[src/rtl/booth_pp_accumulator.sv]
// Radix-4 Booth partial-product accumulator: adds one recoded group per cycle into a 64-bit sum.
// Optional BOOTH_ACC_EARLY_EXIT_EN finishes as soon as all remaining groups select zero.
module booth_pp_accumulator #(
    parameter int DATA_W     = 32,
    parameter int NUM_GROUPS = 17
) (
    input  logic                  clk,
    input  logic                  rst,
    input  logic [DATA_W-1:0]     op1,
    input  logic                  s_or_us,
    input  logic [NUM_GROUPS-1:0] one,
    input  logic [NUM_GROUPS-1:0] two,
    input  logic [NUM_GROUPS-1:0] sign,
    input  logic                  in_valid,
    output logic                  in_ready,
    input  logic                  clear,
    output logic [2*DATA_W-1:0]   product,
    output logic                  out_valid,
    input  logic                  out_ready
);

    localparam int AW = DATA_W + 2;      // extended multiplicand
    localparam int PPW = DATA_W + 3;     // room for -2A
    localparam int PW = 2 * DATA_W;
    localparam int IW = $clog2(NUM_GROUPS);

`ifdef BOOTH_ACC_EARLY_EXIT_EN
    localparam bit EarlyExit = 1'b1;
`else
    localparam bit EarlyExit = 1'b0;
`endif

    typedef enum logic [1:0] {StIdle, StBusy, StDone} state_e;

    state_e                state_q, state_d;
    logic [AW-1:0]         a_q, a_d;
    logic [NUM_GROUPS-1:0] one_q, one_d, two_q, two_d, sign_q, sign_d;
    logic [PW-1:0]         acc_q, acc_d, product_q, product_d;
    logic [IW-1:0]         idx_q, idx_d;

    logic [PPW-1:0]        pp_mag, pp;
    logic [PW-1:0]         pp_shifted, sum;
    logic [NUM_GROUPS-1:0] active, rest;
    logic                  last_group;

    always_comb begin
        if (one_q[idx_q]) begin
            pp_mag = {a_q[AW-1], a_q};
        end else if (two_q[idx_q]) begin
            pp_mag = {a_q, 1'b0};
        end else begin
            pp_mag = '0;
        end
        pp         = sign_q[idx_q] ? -pp_mag : pp_mag;
        pp_shifted = {{(PW-PPW){pp[PPW-1]}}, pp} << {idx_q, 1'b0};
        sum        = acc_q + pp_shifted;
        active     = one_q | two_q;
        // Groups strictly above the one being added this cycle.
        rest       = (active >> idx_q) >> 1;
        last_group = (idx_q == IW'(NUM_GROUPS - 1)) || (EarlyExit && (rest == '0));
    end

    always_comb begin
        state_d   = state_q;
        a_d       = a_q;
        one_d     = one_q;
        two_d     = two_q;
        sign_d    = sign_q;
        acc_d     = acc_q;
        idx_d     = idx_q;
        product_d = product_q;
        if (clear) begin
            state_d = StIdle;
            acc_d   = '0;
            idx_d   = '0;
        end else begin
            case (state_q)
                StIdle: begin
                    if (in_valid) begin
                        a_d    = s_or_us ? {{2{op1[DATA_W-1]}}, op1} : {2'b00, op1};
                        one_d  = one;
                        two_d  = two;
                        sign_d = sign;
                        acc_d  = '0;
                        idx_d  = '0;
                        if (EarlyExit && ((one | two) == '0)) begin
                            state_d   = StDone;
                            product_d = '0;
                        end else begin
                            state_d = StBusy;
                        end
                    end
                end
                StBusy: begin
                    acc_d = sum;
                    idx_d = idx_q + 1'b1;
                    if (last_group) begin
                        state_d   = StDone;
                        product_d = sum;
                        idx_d     = '0;
                    end
                end
                StDone: begin
                    if (out_ready) begin
                        state_d = StIdle;
                    end
                end
                default: state_d = StIdle;
            endcase
        end
    end

    always_ff @(posedge clk or posedge rst) begin
        if (rst) begin
            state_q   <= StIdle;
            a_q       <= '0;
            one_q     <= '0;
            two_q     <= '0;
            sign_q    <= '0;
            acc_q     <= '0;
            idx_q     <= '0;
            product_q <= '0;
        end else begin
            state_q   <= state_d;
            a_q       <= a_d;
            one_q     <= one_d;
            two_q     <= two_d;
            sign_q    <= sign_d;
            acc_q     <= acc_d;
            idx_q     <= idx_d;
            product_q <= product_d;
        end
    end

    assign in_ready  = (state_q == StIdle) && !rst;
    assign out_valid = (state_q == StDone);
    assign product   = product_q;

endmodule

[config.mk]
export PLATFORM = sky130hd
export DESIGN_NAME = booth_pp_accumulator
export DESIGN_NICKNAME = d
export VERILOG_FILES = /design/src/rtl/booth_pp_accumulator.sv
export SDC_FILE = /design/constraint.sdc
export NUM_CORES = 1
export LEC_CHECK = 0
export BUFFER_PORTS_ARGS = -buffer_cell sky130_fd_sc_hd__buf_2
export CORE_ASPECT_RATIO = 2
export CORE_MARGIN = 2
export CORE_UTILIZATION = 50
export DETAILED_ROUTE_END_ITERATION = 6
export PLACE_DENSITY = 0.7
export REMOVE_ABC_BUFFERS = 1
export SETUP_SLACK_MARGIN = 0.2
export SLEW_MARGIN = 0
export SYNTH_ARGS = -nofsm -noshare
export SYNTH_HDL_FRONTEND = slang
export SYNTH_SLANG_ARGS = --single-unit
[constraint.sdc]
create_clock -name clk -period 8.2 [get_ports clk]
set_input_delay 0.41 -clock clk [delete_from_list [all_inputs] [get_ports clk]]
set_output_delay 0.41 -clock clk [all_outputs]
set_load 0.05 [all_outputs]
==> Word-level counts from Yosys, hierarchy flattened <==
Index checks and enable logic that the tools add are counted.
{ "word_totals": {"regBits": 220, "wordCells": 50} }
{ "classes": {"addsub": 3, "n_lt_le_gt_ge": 1, "eq_ne": 6, "shifts": 1, "muxes": 22, "n_bitwise": 1, "reduce_logical": 8} }
{ "op_table": {"columns": ["op", "count"], "rows": [
  ["2-to-1 mux 64 bit", 2],
  ["one-hot mux 64 bit (2 select lines)", 1],
  ["2-to-1 mux 35 bit", 3],
  ["adder 64 bit", 1],
  ["<< shifter 64 x 6 -> 64 bit", 1],
  ["negator 35 bit", 1],
  ["2-to-1 mux 34 bit", 1],
  ["binary-select mux 1 bit (select 5 bit)", 3],
  ["2-to-1 mux 5 bit", 3],
  ["one-hot mux 5 bit (2 select lines)", 1],
  ["AND reduction 3 bit", 3],
  ["2-to-1 mux 2 bit", 4],
  ["less-than comparator 5 x 6 -> 1 bit, second input constant", 1],
  ["!= test 3 bit, second input constant", 2],
  ["one-hot mux 2 bit (3 select lines)", 1],
  ["adder 5 x 1 -> 5 bit, second input constant", 1],
  ["== test 5 bit, second input constant", 1],
  ["2-to-1 mux 1 bit", 3],
  ["!= test 3 x 2 -> 1 bit, second input constant", 1],
  ["nonzero test 3 bit", 1],
  ["== test 2 x 1 -> 1 bit, second input constant", 1],
  ["== test 2 bit, second input constant", 1],
  ["zero test 2 bit", 1],
  ["AND reduction 2 bit", 1],
  ["3 further kinds", 3]
]} }

==> Logic depth before layout (Yosys ltp) <==
{ "logic_depth": {"ltp_word": 10, "ltp_mapped": 39, "depth_no_buf": 30} }

==> Least setup slack after synthesis <==
Ideal clock, no wire load.
{ "synth_timing": {"path_type": "reg-to-reg", "startpoint": "register idx_q[1]", "endpoint": "register acc_q[62]", "setup_ns": 0.131, "arrival_time_ns": 7.074, "path_slack_ns": 0.994, "path_stages_with_launch": 36, "n_path_buf": 6, "synth_period_minus_slack_ns": 7.206, "path_cell_list": "dfrtp_1 buf_2 nor2_2 a22o_1 o31a_4 nand2_2 buf_6 buf_2 buf_2 buf_2 nand2_1 and2_1 ha_1 o311ai_2 nand4b_2 buf_2 nor3b_1 mux2i_1 a21oi_1 a22o_1 a221oi_1 nor2_1 a211oi_1 ha_1 a21o_1 a21oi_1 o21ai_0 a221oi_1 a31o_2 o21ai_1 a311o_1 a221oi_1 o31ai_1 a221oi_1 xor2_1 o21ai_0"} }
{ "synth_between": {"elab_chain_len": 10} }
{ "synth_lines": {"columns": ["element", "line_no", "text"], "rows": [
  ["start, declared", "39", "logic [IW-1:0] idx_q, idx_d;"],
  ["start signal, assigned", "130", "idx_q <= idx_d;"],
  ["binary-select mux 1 bit (select 5 bit)", "49", "end else if (two_q[idx_q]) begin"],
  ["2-to-1 mux 1 bit (not written as such)", "49", null],
  ["2-to-1 mux 35 bit", "49", null],
  ["2-to-1 mux 35 bit", "47", "if (one_q[idx_q]) begin"],
  ["negator 35 bit", "54", "pp = sign_q[idx_q] ? -pp_mag : pp_mag;"],
  ["2-to-1 mux 35 bit", "54", null],
  ["<< shifter 64 x 6 -> 64 bit *", "55", "pp_shifted = {{(PW-PPW){pp[PPW-1]}}, pp} << {idx_q, 1'b0};"],
  ["adder 64 bit *", "56", "sum = acc_q + pp_shifted;"],
  ["one-hot mux 64 bit (2 select lines) *", "77", "case (state_q)"],
  ["2-to-1 mux 64 bit *", "72", "if (clear) begin"],
  ["end signal, assigned", "120", "acc_q <= '0;"],
  ["end signal, assigned", "129", "acc_q <= acc_d;"],
  ["end, declared", "38", "logic [PW-1:0] acc_q, acc_d, product_q, product_d;"]
]} }
Mark *: on every way between the ends. The rest lies on a longest branch, timed or not. The select of a mux whose other input is x is not followed.
A chain may end at the register's enable or synchronous reset.

==> Worst setup path after layout <==
{ "layout_timing": {"startpoint": "register idx_q[2]", "endpoint": "register product_q[60], in the netlist product[60]"} }
{ "layout_between": {"elab_chain_len": 8} }
{ "layout_lines": {"columns": ["element", "line_no", "text"], "rows": [
  ["binary-select mux 1 bit (select 5 bit)", "49", null],
  ["2-to-1 mux 1 bit (not written as such)", "49", null],
  ["2-to-1 mux 35 bit", "49", null],
  ["2-to-1 mux 35 bit", "47", null],
  ["negator 35 bit", "54", null],
  ["2-to-1 mux 35 bit", "54", null],
  ["<< shifter 64 x 6 -> 64 bit", "55", null],
  ["adder 64 bit", "56", null],
  ["end signal, assigned", "131", "product_q <= product_d;"],
  ["end, declared", "38", null]
]} }
Parallel ways exist; a longest one is shown, timed or not. The select of a mux whose other input is x is not followed.

==> results.md <==
* Share of the synthesized area in the top cell type at 32.79%
* Drt drc at 0
* RSZ-0062 raised after global routing: no
* # hold bufs at CTS at 0
* WHS at -0.001246 ns
* Mapped Area at 0.01671 sq mm
* Ys Warns at 0
* Dpl cell area at approximately 0.018 sq mm
* Initial DRC Count at 1093
* Final instance area at 0.01931 sq mm
* Max-cap violation count at 0
* Fmax at about 130 MHz
* Worst Path Class, Setup: reg -> reg
* Failing checks: hold timing
* Die Wd at 133.3 um
* Total clock sinks at 219
* Avg Inst Size Synth at about 9.1 sq um
* Vias at 15782
* Fin crit period at a little under 8 ns
* Setup TNS at 0 ns
* Fillers at around 3000
* Layout Nets at around 2200
* Chip Height at about 260 um
* Diode count at 0
* Grt ovf at 0
* RePlAce Congestion at 1.051
* Status: finished, violations left
* Most common cell in the netlist: dfrtp_1
* Pre-antenna DRT Iters at 6
* CP arrival at 8.23 ns
* Row count at 94
* Total core area at between 0.03 and 0.04 sq mm
* Netlist cell types at 99
* Vias per cell at roughly 6.4
* Longest Clk Path Bufs at 3
* Largest area contributor in the synthesized netlist: dfrtp_1
* Antenna viol nets, final at 0
* Global-route wire length before repair at 90.42 mm
* Slowest CP cell: dfrtp_2
* Area delta synth->final at 15.51%
* PwrDens at approximately 330 mW/mm^2
* Final Hold Viols at 1
* Io pins at about 160
* WL per Instance at ~24 um
* DIE AREA at approximately 0.035 sq mm
* P_leak at 9.109 nW
* Clk slew on worst S/H paths at about 0.070 ns
* Starting density of the core at between 50% and 60%
* Async S/R FF share, synth at 100.0%
* Largest net degree at the start of global routing at 110
* Max VDD drop at about 0.26 mV
* Max stage delay on crit path at between 0.4 and 0.5 ns
* DRT Wirelength at just under 60 mm
* Setup WS pre-CTS at 0.1978 ns
* Layout cell share with drive strength beyond 1 at a little over a quarter
* Worst Max-Slew Pin Slew at 1.047 ns
* CP max FO at 14
* Critical path launch point type: register
* Tot GR Track Use at 32.89%
* #FFs+latches synth at roughly 220
* Number of flops mapped to enable cells by yosys at 0
* TritonCTS clock tree: done
* Post-Syn Instances at 1830
* Final setup viols at 0
* Slew Limit Fails at 0
* Slew Limit Headroom at ~30%
* Final HPWL DP at 44.75 mm
* Commonest cells in the synthesized netlist: 219 x dfrtp_1, 169 x nand2_1, 135 x mux2_2, 119 x a21oi_1, 116 x nor2_1
* Hold Crit Class: in -> async
* Worst skew pair latency at 0.56 ns
* CP dominant cell by count: buf_4
* Worst Slack Setup Final at between 0.4 and 0.5 ns
* Main synth FF type: dfrtp_1
* Root buffer cell: clkbuf_16
* Tcrit/Tclk final at between 90 and 100%
* Synth top area cells: dfrtp_1 33%, mux2_2 9.1%, ha_1 4.9%
* Layout Skew at between 0.02 and 0.025 ns
* Htree depth at 1
* R2R setup slack at about 0.40 ns
* Input/output buffers at roughly 150
* Initial antenna violation count at 0
* CTS buffer count at 22
* Register area share after synthesis at roughly a third
* Endpoint type of the worst setup path: register
* Vias in the first global route at ~16000
* Worst EP required at approximately 8.6 ns
==> critical path, delay by kind of cell (launching register included) <==
| family | cells | cell delay [ns] |
|---|---|---|
| xor gates and xnor gates | 1 | 0.18 |
| muxes | 2 | 0.36 |
| adders and majority gates | 2 | 0.53 |
| AOI/OAI and AO/OA | 16 | 3.56 |
| buffers and inverters | 5 | 0.92 |
| and+or+nand+nor | 8 | 1.62 |
| DFF | 1 | 0.47 |
==> cell usage in the layout, fill, tap and decap left out, types with 19 or more instances in the layout <==
| cell | n |
|---|---|
| dfrtp_1 | 216 |
| nand2_1 | 169 |
| buf_2 | 154 |
| mux2_2 | 135 |
| a21oi_1 | 118 |
| nor2_1 | 113 |
| buf_4 | 112 |
| o21ai_0 | 98 |
| ha_1 | 66 |
| a22o_1 | 63 |
| a21o_1 | 59 |
| xnor2_1 | 53 |
| mux2i_1 | 53 |
| xor2_1 | 36 |
| inv_1 | 31 |
| nor3_1 | 31 |
| nand3_1 | 30 |
| a31oi_1 | 24 |
| o21ai_1 | 22 |
| clkbuf_16 | 22 |
| a22oi_1 | 20 |
| and2_1 | 19 |
==> flip-flops by register name, summed over array words and instances, names as in the netlist <==
signal	cells
state_q	2
idx_q	5
sign_q	17
two_q	17
product	64
a_q	33
one_q	17
acc_q	64
==> repair_timing <==
action	4_1_cts	5_1_grt
setup buffers	0	12
cloned	0	1
setup endpoints to repair	4	23
pin swaps	0	6
resized for setup	1	42
==> report_power, final <==
group / leakage, nW / switching (mW) / internal [mW]
clock network: 0.365 / 0.456 / 0.608
registers: 2.86 / 0.165 / 1.24
logic: 5.89 / 2.33 / 1.51
==> final timing paths <==
kind / startpoint / to / cells after the start
max: idx_q[2]$_DFFE_PP0P_ / product[60]$_DFFE_PP0P_ / 34
max in group asynchronous: rst / product[46]$_DFFE_PP0P_ / 3
min reg2reg: product[50]$_DFFE_PP0P_ / product[50]$_DFFE_PP0P_ / 2
min: rst / state_q[1]$_DFFE_PP0P_ / 2
max reg2reg: idx_q[2]$_DFFE_PP0P_ / product[60]$_DFFE_PP0P_ / 34
min in group clk: op1[22] / a_q[22]$_DFFE_PP0P_ / 3
==> layout make-up <==
type                    instances  area (sq um)  area share, %
multi-input cells            1457         10750          55.69
flip-flops and latches        219          5487          28.42
repair buffers                268          1643          8.509
clock buffers                  32         638.1          3.305
well taps                     432         540.5          2.800
inverters                      34         135.1         0.6999
clock inverters                 8         111.4         0.5768
==> metrics by stage <==
step	power [mW]	util [%]	std cells	hold WS, ns
CTS	6.175	57.79	2437	0.05648
detailed placement	5.076	55.51	2397	0.4575
global placement	5.041	55.51	2397	0.4516
global route	6.657	58.63	2450	0.07225
finish	6.316	58.63	2450	-0.001246
floorplan	3.815	-	1709	0.4563
==> metal layers <==
metal | track usage, % | vias up | share of wire [%]
met3 | 3.954 | 250 | 4.5
met5 | 0 | - | 0
met1 | 33.37 | 7670 | 34
met2 | 61.20 | 624 | 53
met4 | 23.15 | 0 | 8.9
li1 | - | 7238 | -
==> cells by family (layout without fill, tap and decap cells) <==
logic type	count (synthesis)	count (layout)	share of synthesized area, %
adder cells (fa/ha/maj)	67	67	5.060
XOR/XNOR	89	89	4.664
multiplexers	196	196	13.27
flip-flops	219	219	32.79
AO/OA/AOI/OAI	630	630	26.68
AND/OR/NAND/NOR	474	475	13.47
buffers and inverters	155	342	4.072
No activity file was read; power rests on OpenSTA's default activity.
